File: config.mk
export PLATFORM = sky130hd
export DESIGN_NAME = pc_fetch_unit
export DESIGN_NICKNAME = d
export VERILOG_FILES = /design/src/rtl/pc_fetch_unit.sv
export SDC_FILE = /design/constraint.sdc
export NUM_CORES = 1
export LEC_CHECK = 0
export ABC_AREA = 1
export CORE_ASPECT_RATIO = 0.6
export CORE_UTILIZATION = 42
export CTS_BUF_LIST = sky130_fd_sc_hd__clkbuf_16
export DETAILED_ROUTE_END_ITERATION = 8
export GPL_ROUTABILITY_DRIVEN = 0
export HOLD_SLACK_MARGIN = 0.03
export PLACE_DENSITY = 0.82
export SLEW_MARGIN = 10
export SYNTH_ARGS = -nofsm -noshare
export SYNTH_HDL_FRONTEND = slang
export SYNTH_SLANG_ARGS = --single-unit
File: constraint.sdc
create_clock -name clk_in -period 1.7 [get_ports clk_in]
set_input_delay 0.255 -clock clk_in [delete_from_list [all_inputs] [get_ports clk_in]]
set_output_delay 0.255 -clock clk_in [all_outputs]
set_load 0.01 [all_outputs]
File: src/rtl/pc_fetch_unit.sv
// Instruction fetch stage: program counter, single-outstanding imem request bus
// and the IF/ID register with one-entry skid buffer for decode stalls.
module pc_fetch_unit #(
  parameter logic [31:0] BOOT_ADDR = 32'h0000_0000,
  parameter logic [31:0] NOP_INSTR = 32'h0000_0013
) (
  input  logic        clk_in,
  input  logic        rst_in,
  input  logic [1:0]  pc_src_in,
  input  logic        flush_in,
  input  logic        stall_in,
  input  logic [31:0] branch_target_in,
  input  logic [31:0] trap_target_in,
  output logic        imem_req_out,
  output logic [31:0] imem_addr_out,
  input  logic        imem_ack_in,
  input  logic [31:0] imem_rdata_in,
  output logic [31:0] pc_out,
  output logic [31:0] instr_out,
  output logic        instr_valid_out,
  output logic        misaligned_out
);

  typedef enum logic [1:0] {
    IDLE  = 2'd0,
    FETCH = 2'd1,
    HOLD  = 2'd2,
    DRAIN = 2'd3
  } state_t;

  state_t      state_reg, state_next;
  logic [31:0] pc_reg, pc_next;
  logic [31:0] redirect_reg, redirect_next;
  logic [31:0] skid_pc_reg, skid_pc_next;
  logic [31:0] skid_instr_reg, skid_instr_next;
  logic        skid_valid_reg, skid_valid_next;
  logic [31:0] ifid_pc_reg, ifid_pc_next;
  logic [31:0] ifid_instr_reg, ifid_instr_next;
  logic        ifid_valid_reg, ifid_valid_next;
  logic        misaligned_reg, misaligned_next;

  logic [31:0] np_raw;
  logic [31:0] np_aligned;
  logic        np_misaligned;

  always_comb begin
    case (pc_src_in)
      2'b00:   np_raw = BOOT_ADDR;
      2'b01:   np_raw = branch_target_in;
      2'b10:   np_raw = trap_target_in;
      default: np_raw = pc_reg + 32'd4;
    endcase
  end

  assign np_aligned    = {np_raw[31:2], 2'b00};
  assign np_misaligned = |np_raw[1:0];

  // DRAIN keeps presenting the abandoned address until its ack arrives.
  assign imem_req_out    = (state_reg == FETCH) || (state_reg == DRAIN);
  assign imem_addr_out   = pc_reg;
  assign pc_out          = ifid_pc_reg;
  assign instr_out       = ifid_instr_reg;
  assign instr_valid_out = ifid_valid_reg;
  assign misaligned_out  = misaligned_reg;

  always_comb begin
    state_next      = state_reg;
    pc_next         = pc_reg;
    redirect_next   = redirect_reg;
    skid_pc_next    = skid_pc_reg;
    skid_instr_next = skid_instr_reg;
    skid_valid_next = skid_valid_reg;
    ifid_pc_next    = ifid_pc_reg;
    ifid_instr_next = ifid_instr_reg;
    ifid_valid_next = ifid_valid_reg;
    misaligned_next = 1'b0;

    if (flush_in) begin
      ifid_pc_next    = pc_reg;
      ifid_instr_next = NOP_INSTR;
      ifid_valid_next = 1'b0;
      skid_valid_next = 1'b0;
      misaligned_next = np_misaligned;
      if (imem_req_out && !imem_ack_in) begin
        redirect_next = np_aligned;
        state_next    = DRAIN;
      end else begin
        pc_next    = np_aligned;
        state_next = FETCH;
      end
    end else begin
      // When decode consumes IF/ID and nothing new arrives, leave a bubble behind.
      if (!stall_in) begin
        ifid_instr_next = NOP_INSTR;
        ifid_valid_next = 1'b0;
      end
      case (state_reg)
        IDLE: begin
          state_next = FETCH;
        end
        FETCH: begin
          if (imem_ack_in) begin
            pc_next         = np_aligned;
            misaligned_next = np_misaligned;
            if (!stall_in) begin
              ifid_pc_next    = pc_reg;
              ifid_instr_next = imem_rdata_in;
              ifid_valid_next = 1'b1;
            end else begin
              skid_pc_next    = pc_reg;
              skid_instr_next = imem_rdata_in;
              skid_valid_next = 1'b1;
              state_next      = HOLD;
            end
          end
        end
        HOLD: begin
          if (!stall_in) begin
            ifid_pc_next    = skid_pc_reg;
            ifid_instr_next = skid_valid_reg ? skid_instr_reg : NOP_INSTR;
            ifid_valid_next = skid_valid_reg;
            skid_valid_next = 1'b0;
            state_next      = FETCH;
          end
        end
        DRAIN: begin
          if (imem_ack_in) begin
            pc_next    = redirect_reg;
            state_next = FETCH;
          end
        end
        default: begin
          state_next = IDLE;
        end
      endcase
    end
  end

  always_ff @(posedge clk_in) begin
    if (!rst_in) begin
      state_reg      <= IDLE;
      pc_reg         <= BOOT_ADDR;
      redirect_reg   <= BOOT_ADDR;
      skid_pc_reg    <= BOOT_ADDR;
      skid_instr_reg <= NOP_INSTR;
      skid_valid_reg <= 1'b0;
      ifid_pc_reg    <= BOOT_ADDR;
      ifid_instr_reg <= NOP_INSTR;
      ifid_valid_reg <= 1'b0;
      misaligned_reg <= 1'b0;
    end else begin
      state_reg      <= state_next;
      pc_reg         <= pc_next;
      redirect_reg   <= redirect_next;
      skid_pc_reg    <= skid_pc_next;
      skid_instr_reg <= skid_instr_next;
      skid_valid_reg <= skid_valid_next;
      ifid_pc_reg    <= ifid_pc_next;
      ifid_instr_reg <= ifid_instr_next;
      ifid_valid_reg <= ifid_valid_next;
      misaligned_reg <= misaligned_next;
    end
  end

endmodule
# ---- Yosys cells after proc, flatten, opt, wreduce, memory -nomap -nowiden
# Index checks and enable logic that the tools add are counted.
dict set report word_totals {
  elab_cells 79
  output_inout_bits 99
  reg_bits 195
  in_bits 103
}
dict set report op_classes {
  n_eq_ne 14
  add_sub_neg 1
  n_bitwise 2
  mux 36
  n_reduce_logical 16
}
# operator count
set ops {}
lappend ops {{$mux 32} 13}
lappend ops {{$pmux 32 s2} 3}
lappend ops {{$pmux 32 s3} 1}
lappend ops {{$add 32x3->32 const B} 1}
lappend ops {{$reduce_and 4->1} 5}
lappend ops {{$ne 3x3->1 const B} 5}
lappend ops {{$mux 2} 6}
lappend ops {{$mux 1} 10}
lappend ops {{$ne 2x2->1 const B} 4}
lappend ops {{$pmux 2 s4} 1}
lappend ops {{$eq 2x2->1 const B} 3}
lappend ops {{$reduce_bool 3->1} 2}
lappend ops {{$eq 2x1->1 const B} 2}
lappend ops {{$logic_not 2->1} 2}
lappend ops {{$pmux 1 s2} 2}
lappend ops {{$reduce_or 2->1} 2}
lappend ops {{$not 1->1} 2}
lappend ops {{$reduce_and 2->1} 1}
lappend ops {{$reduce_bool 2->1} 1}
lappend ops {{$logic_and 1x1->1} 1}
lappend ops {{$logic_not 1->1} 1}
lappend ops {{$logic_or 1x1->1} 1}

# ---- Depth between registers and ports, before layout
dict set report logic_depth {
  depth_word 6
  ltp_mapped 12
  mapped_depth_nobuf 12
}

# ---- Worst setup path after synthesis
# Ideal clock, no wire load.
dict set report synth_path {
  path_kind {register to register}
  start {reg state_reg[0]}
  end {reg ifid_pc_reg[10] (netlist: pc_out[10])}
  arrival_time_ns 1.591
  path_stages_with_launch 11
  required_ns 1.581
  path_slack_ns -0.010
  path_buffers 2
  cell_sequence {dfxtp_1 > inv_1 > ha_1 > buf_2 > inv_2 > nor3_2 > nor3_4 > inv_2 > buf_4 > o21ai_1 > nor2_1}
}
dict set report synth_via {
  elab_chain_cells 3
  elab_cells_between_ends 9
  classes_between {eq/ne (5); mux (2); reduce/logical (2)}
}
# element line
set synth_rtl {}
lappend synth_rtl {{start: declaration} 31} ;# state_t state_reg, state_next;
lappend synth_rtl {{start signal: assignment} 152} ;# state_reg <= state_next;
lappend synth_rtl {{$eq 2x1->1 or $eq 2x2->1 (tied branches)} 97} ;# case (state_reg)
lappend synth_rtl {{$ne 3x3->1 (no line), or another cell as far along} --}
lappend synth_rtl {{$reduce_and 4->1 (no line) or $mux 32 (tied branches)} --}
lappend synth_rtl {{end signal: assignment} 158} ;# ifid_pc_reg <= ifid_pc_next;
lappend synth_rtl {{end: declaration} 37} ;# logic [31:0] ifid_pc_reg, ifid_pc_next;
# Parallel ways exist; a longest one is shown, timed or not.
# A chain may end at the register's enable or synchronous reset.

# ---- Worst setup path in the final report
dict set report layout_path {
  start {reg state_reg[1]}
  end {reg ifid_pc_reg[15] (netlist: pc_out[15])}
}
# Same word-level chain as after synthesis.

==> out/qor.yml <==
sta:
  maxSlewViolCount: 0
  relSlewSlack_pct: 64.93
  rsz0062_at_grt: "true"
  fin_hold_ws_ps: 215.8
  fmax_ghz: 0.5682
  fin_crit_sh_pct: 103.5
  max_slew.worst_pin.slew_ps: 526.1
  finalSetupViolCount: 62
  fin_skew_ps: 12.58
  finalHoldViolations: 0
  period_needed_ps: 1760
  layout_setup_ws_ps: -59.89
clock_network:
  cts_tree: "built"
  htreeDepth: 4
  postCtsHoldBufs: 0
  cts_buffers: 17
  clkTransAtPathRegs_ps: 70
  ctsLongestPathBuffers: 2
  cts_sinks: 189
  cts-root-buf: "clkbuf_16"
  clk_latency_ps: 440
cells_and_area:
  syn_to_final_growth_pct: 46.77
  mostFrequentLayoutCell: "nand2_1"
  final_cell_mix: "246 x nand2_1, 168 x dfxtp_1, 168 x clkdlybuf4s50_1, 136 x a21oi_1, 128 x inv_1"
  drive_gt1_share_pct: 18.74
  fin_nets: 1647
  final_core_util_pct: 63.05
  num_antenna_cells: 0
logic_synthesis:
  synth_seq_cells: 189
  synth_warnings: 0
  synth_area_sq_um: 9057
  synth-seq-area-share_pct: 41.77
  syn_inst: 1291
  syn_avg_cell_area_sq_um: 7.016
  yosysUniqueCellTypes: 39
power_and_ir_drop:
  ir_drop_mv: 0.8371
  leakage_nw: 5.557
  finalPower_w: 0.01186
  power_density_nw_per_um2: 892.0
worst_setup_path:
  crit_cells: 9
  crit_path_frequent_cell: "nor3_4"
  worst-endpoint-arrival_ps: 2080
  crit_buf_inv: 4
  r2r-end: "pc_out[15]"
  cp_top_family: "buffers and inverters"
  cp-startpoint: "state_reg[1]"
  required_ps: 2020
  cp-end-kind: "register"
  worstSetupPathType: "register to register"
  r2r_setup_slack_ps: -60
  worstSetupStartpointType: "register"
  max_stage_delay_ps: 350
  cpMaxStageDelayCell: "dfxtp_2"
  worstPathCellList: "inv_2 -> ha_4 -> buf_6 -> nor3_4 -> nor3_4 -> buf_4 -> buf_12 -> a211oi_1 -> nor2_1"
  path_max_fanout: 18
  reg2reg_depth: 9
  r2r_start: "state_reg[1]"
  crit_end: "pc_out[15]"
outcome:
  failed_checks: "negative setup slack"
  status: "complete, but fails checks"
drt:
  drt_wl_total_um: 31680
  drc: 0
  wl_per_cell_um: 17.29
  vias_per_cell: 5.425
  vias: 9939
  dr.pass1.iters: 7
  final_antenna_net_count: 0
  drtIter0Drc: 1124
floorplanning:
  core_sq_um: 21080
  die_x_um: 191.6
  start_util_pct: 42.96
  die_h_um: 115.8
  num_rows: 41
  dieArea_sq_um: 22180
  ioPinCount: 202
global_routing:
  grt_overflow_total: 0
  grt_pass1_vias: 8971
  track_usage_pct: 27.17
  grt_pass1_wl_um: 47160
  grt_max_degree: 123
  antenna_found_initial: 0
placed_design:
  hpwlAfterDp_um: 21050
  portBuffers: 197
flow_run:
  maxCapViolCount: 0
worst_hold_path:
  min_path_type: "input port to register"
-- worst min-delay path by stage --
stage                                   end  slack, ps  cells past startpoint              from
after global routing           state_reg[0]        220                      3            rst_in
after floorplan           skid_instr_reg[0]        380                      2  imem_rdata_in[0]
after CTS                      state_reg[0]        180                      3            rst_in
after global placement      skid_pc_reg[15]        440                      2   skid_pc_reg[15]
final                          state_reg[0]        220                      3            rst_in
after detailed placement    skid_pc_reg[17]        440                      2   skid_pc_reg[17]
-- worst min-delay path: cells and delay by family --
kind                   cells  cell delay (ps)
buffers and inverters      2              210
AO/OA/AOI/OAI              1              140
-- per-stage QoR --
stage	instances	instance area (sq um)	setup slack, ps	TNS, ps
floorplan	1294	9072	8.486	0
global placement	1773	11910	-167.2	-12380
detailed placement	1773	11910	-264.6	-19380
CTS	1811	12670	-14.54	-65.40
global route	1832	13290	-130.0	-8174
finish	1832	13290	-59.89	-968.4
-- where the power goes --
group	switching [W]	internal [W]	leakage, nW
clock network	0.00193	0.00222	0.293
logic	0.00146	0.00127	3.71
registers	0.000247	0.00473	1.55
-- timing repair --
action	CTS	global route
endpoints found under the setup margin	96	155
cloned	2	7
resized for setup	71	148
pin swaps	5	38
buffers inserted	4	16
-- synthesized netlist by cell type (all sizes together) --
master / n / area, sq um
o21a: 1 / 7.510
nand3b: 3 / 22.52
a21oi: 150 / 750.7
o22ai: 2 / 12.51
a211oi: 19 / 142.6
xor2: 6 / 52.55
a221oi: 5 / 43.79
clkbuf: 42 / 161.4
buf: 47 / 267.8
o211ai: 5 / 37.54
and2: 1 / 6.260
dfxtp: 189 / 3784
nand2: 270 / 1026
ha: 4 / 50.05
a31oi: 15 / 100.1
nor2: 98 / 407.9
a22o: 22 / 192.7
nand4: 1 / 6.260
nor3: 9 / 72.57
conb: 1 / 3.750
a22oi: 1 / 7.510
nand3: 41 / 205.2
or2: 2 / 12.51
o21ai: 188 / 940.9
o21bai: 29 / 217.7
inv: 139 / 521.8
clkinv: 1 / 3.750
-- metal layers --
metal | global-route usage [%] | vias to the layer above | wire [um]
met5 | 0 | - | 0
met4 | 8.466 | 0 | 745
met3 | 6.935 | 62 | 3423
met2 | 39.73 | 561 | 13120
met1 | 39.01 | 4553 | 14390
li1 | - | 4763 | -
-- area by class of cell --
| class | count | area (sq um) |
|---|---|---|
| clock buffer | 17 | 425.4 |
| clock inverter | 15 | 176.4 |
| fill | 1797 | 7790 |
| inverter | 140 | 528.0 |
| multi-input combinational | 876 | 4732 |
| sequential | 189 | 3820 |
| tap | 279 | 349.1 |
| timing repair buffer | 316 | 3263 |
-- cells by family after synthesis --
| group | Yosys count | share of synthesized area [%] |
|---|---|---|
| AO/OA/AOI/OAI | 437 | 27.09 |
| adder cells (fa/ha/maj) | 4 | 0.5526 |
| other | 1 | 0.04140 |
| flip-flops | 189 | 41.77 |
| XOR/XNOR | 6 | 0.5802 |
| AND/OR/NAND/NOR | 425 | 19.42 |
| buffers and inverters | 229 | 10.54 |
Power figures use the tool's default switching activity.
